$ cat config.mk
export PLATFORM = sky130hd
export DESIGN_NAME = cla16_pp_sub
export DESIGN_NICKNAME = d
export VERILOG_FILES = /design/src/rtl/cla16_pp_sub.sv
export SDC_FILE = /design/constraint.sdc
export NUM_CORES = 1
export LEC_CHECK = 0
export CORE_ASPECT_RATIO = 1.1
export CORE_MARGIN = 5
export CORE_UTILIZATION = 52
export DETAILED_ROUTE_END_ITERATION = 8
export PLACE_DENSITY = 0.84
export SYNTH_ARGS = -nofsm -noshare
export SYNTH_HDL_FRONTEND = slang
export SYNTH_SLANG_ARGS = --single-unit
$ cat constraint.sdc
create_clock -name clk -period 1.8 [get_ports clk]
set_clock_uncertainty 0.15 [all_clocks]
set_input_delay 0.18 -clock clk [delete_from_list [all_inputs] [get_ports clk]]
set_output_delay 0.18 -clock clk [all_outputs]
set_load 0.1 [all_outputs]
$ cat src/rtl/cla16_pp_sub.sv
// cla16_pp_sub: 16-bit pipelined carry-lookahead subtractor, d = a - b - bin.
// The datapath computes a + ~b + ~bin, so it reuses the adder's 4-bit
// group/block lookahead. The unsigned borrow is the inverted carry-out.
// Four register stages give a latency of 4 (accepted at edge N, result
// presented after edge N+3). A global stall freezes every stage while
// out_valid && !out_ready.
//
// Ports:
//   clk, rst_n           clock, asynchronous active-low reset
//   in_valid / in_ready  operand handshake (in_ready is combinational)
//   a, b, bin            minuend, subtrahend, borrow in
//   out_valid/out_ready  result handshake
//   d, bout, ovf, zero   difference, unsigned borrow out, signed overflow,
//                        zero flag (all registered)
//
// Optional build macro CLA16_SUB_SAT_EN: when it is defined, unsigned
// underflow clamps d to 16'h0000 (zero=1). bout and ovf still report the
// raw condition.
module cla16_pp_sub #(
  parameter int W = 16
) (
  input  logic         clk,
  input  logic         rst_n,
  input  logic         in_valid,
  output logic         in_ready,
  input  logic [W-1:0] a,
  input  logic [W-1:0] b,
  input  logic         bin,
  output logic         out_valid,
  input  logic         out_ready,
  output logic [W-1:0] d,
  output logic         bout,
  output logic         ovf,
  output logic         zero
);

  localparam int LAT = 4;

  // The lookahead tree is built for exactly four 4-bit groups.
  if (W != 16 || LAT != 4) begin : g_width_check
    $error("cla16_pp_sub supports only W=16");
  end

  // Carries c0..c3 of a 4-bit group, given its carry-in.
  function automatic logic [3:0] cla4_carries(input logic [3:0] p,
                                              input logic [3:0] g,
                                              input logic       ci);
    logic [3:0] c;
    c[0] = ci;
    c[1] = g[0] | (p[0] & ci);
    c[2] = g[1] | (p[1] & g[0]) | (p[1] & p[0] & ci);
    c[3] = g[2] | (p[2] & g[1]) | (p[2] & p[1] & g[0]) | (p[2] & p[1] & p[0] & ci);
    return c;
  endfunction

  // Group generate/propagate of a 4-bit group, returned as {gg, gp}.
  function automatic logic [1:0] cla4_group(input logic [3:0] p,
                                            input logic [3:0] g);
    logic gg;
    gg = g[3] | (p[3] & g[2]) | (p[3] & p[2] & g[1]) | (p[3] & p[2] & p[1] & g[0]);
    return {gg, &p};
  endfunction

  logic w_en;

  // Stage 1 registers
  logic        r1_v;
  logic [15:0] r1_a;
  logic [15:0] r1_nb;
  logic        r1_cin;

  // Stage 2 combinational and registers
  logic [15:0] w2_p;
  logic [15:0] w2_g;
  logic [3:0]  w2_gp;
  logic [3:0]  w2_gg;
  logic [3:0]  w2_c0;
  logic        r2_v;
  logic [15:0] r2_p;
  logic [15:4] r2_g;   // group 0 carries are already resolved in stage 2
  logic [3:0]  r2_gp;
  logic [3:0]  r2_gg;
  logic [3:0]  r2_c0;  // c0 (= cin) .. c3
  logic        r2_a15;
  logic        r2_b15;

  // Stage 3 combinational and registers
  logic        w3_c4;
  logic        w3_c8;
  logic        w3_c12;
  logic        w3_c16;
  logic [16:0] w3_c;
  logic        r3_v;
  logic [15:0] r3_p;
  logic [16:0] r3_c;
  logic        r3_a15;
  logic        r3_b15;

  // Stage 4 combinational and output registers
  logic [15:0] w4_d_raw;
  logic [15:0] w4_d;
  logic        w4_bout;
  logic        w4_ovf;
  logic        w4_zero;
  logic        r_out_valid;
  logic [15:0] r_d;
  logic        r_bout;
  logic        r_ovf;
  logic        r_zero;

  // One enable for the whole pipe: it moves unless a result is stuck at the output.
  assign w_en     = !r_out_valid || out_ready;
  assign in_ready = w_en;

  // Stage 1: capture a, ~b and ~bin. The inversions turn a subtraction into an addition.
  always_ff @(posedge clk or negedge rst_n) begin
    if (!rst_n) begin
      r1_v   <= 1'b0;
      r1_a   <= 16'h0000;
      r1_nb  <= 16'h0000;
      r1_cin <= 1'b0;
    end else if (w_en) begin
      r1_v   <= in_valid;
      r1_a   <= a;
      r1_nb  <= ~b;
      r1_cin <= ~bin;
    end
  end

  assign w2_p = r1_a ^ r1_nb;
  assign w2_g = r1_a & r1_nb;
  assign {w2_gg[0], w2_gp[0]} = cla4_group(w2_p[3:0],   w2_g[3:0]);
  assign {w2_gg[1], w2_gp[1]} = cla4_group(w2_p[7:4],   w2_g[7:4]);
  assign {w2_gg[2], w2_gp[2]} = cla4_group(w2_p[11:8],  w2_g[11:8]);
  assign {w2_gg[3], w2_gp[3]} = cla4_group(w2_p[15:12], w2_g[15:12]);
  assign w2_c0 = cla4_carries(w2_p[3:0], w2_g[3:0], r1_cin);

  // Stage 2: register the bit p/g, the group gp/gg and the group 0 carries.
  always_ff @(posedge clk or negedge rst_n) begin
    if (!rst_n) begin
      r2_v   <= 1'b0;
      r2_p   <= 16'h0000;
      r2_g   <= 12'h000;
      r2_gp  <= 4'h0;
      r2_gg  <= 4'h0;
      r2_c0  <= 4'h0;
      r2_a15 <= 1'b0;
      r2_b15 <= 1'b0;
    end else if (w_en) begin
      r2_v   <= r1_v;
      r2_p   <= w2_p;
      r2_g   <= w2_g[15:4];
      r2_gp  <= w2_gp;
      r2_gg  <= w2_gg;
      r2_c0  <= w2_c0;
      r2_a15 <= r1_a[15];
      r2_b15 <= ~r1_nb[15];
    end
  end

  // Group-level chain, then the internal carries of groups 1-3 from their group carry-in.
  assign w3_c4  = r2_gg[0] | (r2_gp[0] & r2_c0[0]);
  assign w3_c8  = r2_gg[1] | (r2_gp[1] & w3_c4);
  assign w3_c12 = r2_gg[2] | (r2_gp[2] & w3_c8);
  assign w3_c16 = r2_gg[3] | (r2_gp[3] & w3_c12);
  assign w3_c   = {w3_c16,
                   cla4_carries(r2_p[15:12], r2_g[15:12], w3_c12),
                   cla4_carries(r2_p[11:8],  r2_g[11:8],  w3_c8),
                   cla4_carries(r2_p[7:4],   r2_g[7:4],   w3_c4),
                   r2_c0};

  // Stage 3: register p and the full carry vector c[16:0].
  always_ff @(posedge clk or negedge rst_n) begin
    if (!rst_n) begin
      r3_v   <= 1'b0;
      r3_p   <= 16'h0000;
      r3_c   <= 17'h00000;
      r3_a15 <= 1'b0;
      r3_b15 <= 1'b0;
    end else if (w_en) begin
      r3_v   <= r2_v;
      r3_p   <= r2_p;
      r3_c   <= w3_c;
      r3_a15 <= r2_a15;
      r3_b15 <= r2_b15;
    end
  end

  assign w4_d_raw = r3_p ^ r3_c[15:0];
  assign w4_bout  = ~r3_c[16];
  assign w4_ovf   = (r3_a15 ^ r3_b15) & (w4_d_raw[15] ^ r3_a15);
`ifdef CLA16_SUB_SAT_EN
  assign w4_d     = w4_bout ? 16'h0000 : w4_d_raw;
`else
  assign w4_d     = w4_d_raw;
`endif
  assign w4_zero  = ~|w4_d;

  // Stage 4: valid moves with every enabled edge; the result only changes when a valid beat lands.
  always_ff @(posedge clk or negedge rst_n) begin
    if (!rst_n) begin
      r_out_valid <= 1'b0;
      r_d         <= 16'h0000;
      r_bout      <= 1'b0;
      r_ovf       <= 1'b0;
      r_zero      <= 1'b0;
    end else if (w_en) begin
      r_out_valid <= r3_v;
      if (r3_v) begin
        r_d    <= w4_d;
        r_bout <= w4_bout;
        r_ovf  <= w4_ovf;
        r_zero <= w4_zero;
      end
    end
  end

  assign out_valid = r_out_valid;
  assign d         = r_d;
  assign bout      = r_bout;
  assign ovf       = r_ovf;
  assign zero      = r_zero;

endmodule
==> impl_metrics.env <==
export IMPL_rsz0062_at_grt="false"
export IMPL_dieArea_um2=12400
export IMPL_netlist_area_um2=5360
export IMPL_cts_buffer_depth=2
export IMPL_r2r_end="r3_c[16]"
export IMPL_status="finished, final reports clean"
export IMPL_cts_sinks=130
export IMPL_hold_violations=0
export IMPL_hold_worst_slack_ps=27.5
export IMPL_syn_inst=564
export IMPL_place_hpwl_um=7380
export IMPL_power_density_nw_per_um2=2110
export IMPL_track_usage=0.207
export IMPL_layout_setup_ws_ps=77.2
export IMPL_cts_tree="done"
export IMPL_cp_max_fo=4
export IMPL_synth_yosys_seq_area_share=0.607
export IMPL_grt_overflow=0
export IMPL_hold_path_class="input pin to flop"
export IMPL_ir_drop_uv=1000
export IMPL_gp_congestion=0.799
export IMPL_power_static_leakage_nw=3.50
export IMPL_cp_data_arrival_time_ps=1980
export IMPL_maxSlewHeadroom=0.725
export IMPL_num_fill_cells=691
export IMPL_synth_compound_area_frac=0.0876
export IMPL_async_flop_share=1.00
export IMPL_period_minus_slack_ps=1720
export IMPL_dp_slack_ps=-20.7
export IMPL_nets=687
export IMPL_clkLatencyLatePin_ps=530
export IMPL_synth_top_cells_by_count="nand2_1 (239), dfrtp_1 (130), a21oi_1 (33), nor2_1 (33), o21ai_0 (31)"
export IMPL_wl_per_cell_um=15.3
export IMPL_synth_edf_count=0
export IMPL_hold_path_depth=3
export IMPL_vias=4131
export IMPL_critPathLaunch="r2_c0[0]"
export IMPL_yosysTopAreaCellShare=0.607
export IMPL_antenna_found_initial=0
export IMPL_synthSimpleGateAreaFrac=0.207
export IMPL_antenna_cells=0
export IMPL_syn_nets=617
export IMPL_drt_iter0_drc=273
export IMPL_die_w_um=107
export IMPL_first_pass_iters=6
export IMPL_rows=38
export IMPL_drcViolationCount=0
export IMPL_grt_pass1_wl_um=20000
export IMPL_period_share=0.957
export IMPL_portBuffers=57
export IMPL_synth_warnings=0
export IMPL_avgSynthCellArea_um2=9.50
export IMPL_dp_cells=728
export IMPL_syn2layout_area_growth_pct=31.9
export IMPL_grt_pass1_vias=4266
export IMPL_r2r_cells=5
export IMPL_numCtsBuffers=17
export IMPL_maxCapViolations=0
export IMPL_synth_top_family_by_area="simple AND/OR/NAND/NOR gates"
export IMPL_ys_ff_latch=130
export IMPL_path_clk_slew_ps=60
export IMPL_synth_top_area_cell="dfrtp_1"
export IMPL_synthMuxAreaShare=0.00631
export IMPL_boundaryPins=58
export IMPL_instances_no_fill=767
export IMPL_via_per_inst=5.39
export IMPL_cts_htree_levels=4
export IMPL_synth_cell_types=22
export IMPL_setup_viol=0
export IMPL_die_height_um=116
export IMPL_synth_xor_area_frac=0.0304
export IMPL_synthFlopType="dfrtp_1"
export IMPL_yosys_top_cells_area="dfrtp_1 (61%), nand2_1 (17%), ha_1 (3.7%)"
export IMPL_start_util=0.537
export IMPL_rr_startpoint="r2_c0[0]"
export IMPL_fmax_mhz=580
export IMPL_endpoint="r3_c[16]"
export IMPL_tightest_slew_ps=412
export IMPL_drive_above_1_share=0.131
export IMPL_design_core_area_um2=9980
export IMPL_synth_adder_area_share=0.0374
export IMPL_cts_root_buffer="clkbuf_8"
export IMPL_cp_start_kind="flop"
export IMPL_grt_start_max_net_pins=80
export IMPL_slew_viol_final=0
export IMPL_timing_worst_setup_path_type="flop to flop"
export IMPL_required_ps=2050
export IMPL_yosysMostFrequentCell="nand2_1"
export IMPL_reg2reg_slack_ps=80
export IMPL_routed_wl_um=11700
export IMPL_drtAntennaViolNets=0
export IMPL_cp_end_kind="flop"
## per-layer routing
metal	global-route usage	vias up	part of all wire
met5	0	-	0
met4	0.102	0	0.028
met3	0.0470	33	0.058
li1	-	1964	-
met1	0.253	1980	0.42
met2	0.348	154	0.50
## how the worst min path moves through the flow
stage | startpoint | endpoint | slack [ps]
after global routing | b[10] | r1_nb[10] | 30
after CTS | a[8] | r1_a[8] | 20
after detailed placement | rst_n | r1_nb[13] | -160
after floorplan | rst_n | bout | -270
final | a[8] | r1_a[8] | 30
after global placement | rst_n | r1_nb[13] | -160
## final cells by class
cell class	instances	area (um^2)	share of cell area
Clock buffer	18	418	0.0591
Clock inverter	14	188	0.0265
Inverter	1	8.76	0.00124
Multi-Input combinational cell	405	1990	0.282
Sequential cell	130	3260	0.461
Tap cell	120	150	0.0212
Timing Repair Buffer	79	1060	0.149
## metrics by stage
stage / area, um^2 / total power [mW] / TNS, ps / util
after global routing: 7070 / 15.7 / 0 / 0.708
after floorplan: 5370 / 8.98 / 0 / -
final: 7070 / 14.9 / 0 / 0.708
after CTS: 7070 / 14.9 / -4.89 / 0.708
after detailed placement: 6370 / 11.1 / -28.2 / 0.638
after global placement: 6370 / 10.9 / 0 / 0.638
## cell families after synthesis
| family | after synthesis |
|---|---|
| buffers and inverters | 29 |
| AND/OR/NAND/NOR | 286 |
| XOR/XNOR | 16 |
| multiplexers | 3 |
| adder cells (fa/ha/maj) | 16 |
| AO/OA/AOI/OAI | 84 |
| flip-flops | 130 |
## sequential cells by signal (all words and copies together) (netlist names), 9 cells and up
name / count
r1_nb: 16
r1_a: 16
r3_p: 16
r2_p: 16
r2_g: 9
r3_c: 17
d: 16
## critical path: stages (launching register included)
cell and delay [ps]:
dfrtp_1 410, a21o_1 200, a21o_1 240, a21o_1 240
a21oi_1 240, o21ai_0 110
## report_power, final
group	leakage [nW]	internal (mW)	total (mW)	switching, mW
logic	1.63	2.46	6.18	3.72
registers	1.58	4.19	5.18	0.989
clock network	0.287	2.24	3.53	1.28
total	3.50	8.89	14.9	5.99
## cell usage in the layout (no fill, tap or decap), types with 2 or more instances in the layout
cell and n:
a21oi_1 32, clkinv_2 4, or3_1 2, dlygate4sd3_1 2, bufinv_16 4, nor2_1 33
nand2_1 239, clkbuf_16 16, buf_4 14, clkinv_4 2, xnor2_2 3, a21o_1 15
mux2_2 3, o21ai_0 31, buf_12 26, nand4_1 8, clkinvlp_4 4, dfrtp_1 129
clkdlybuf4s50_1 35, xnor2_1 13, ha_1 16, o21ai_1 2
## repair_timing
| item | CTS | global route |
|---|---|---|
| hold buffers | 2 | 0 |
| gates resized for setup | 2 | 2 |
| buffers inserted | 4 | 1 |
| setup endpoints to repair | 1 | 3 |
| endpoints found under the hold margin | 130 | 0 |
| cloned | 1 | 0 |
(Power assumes the default switching activity.)
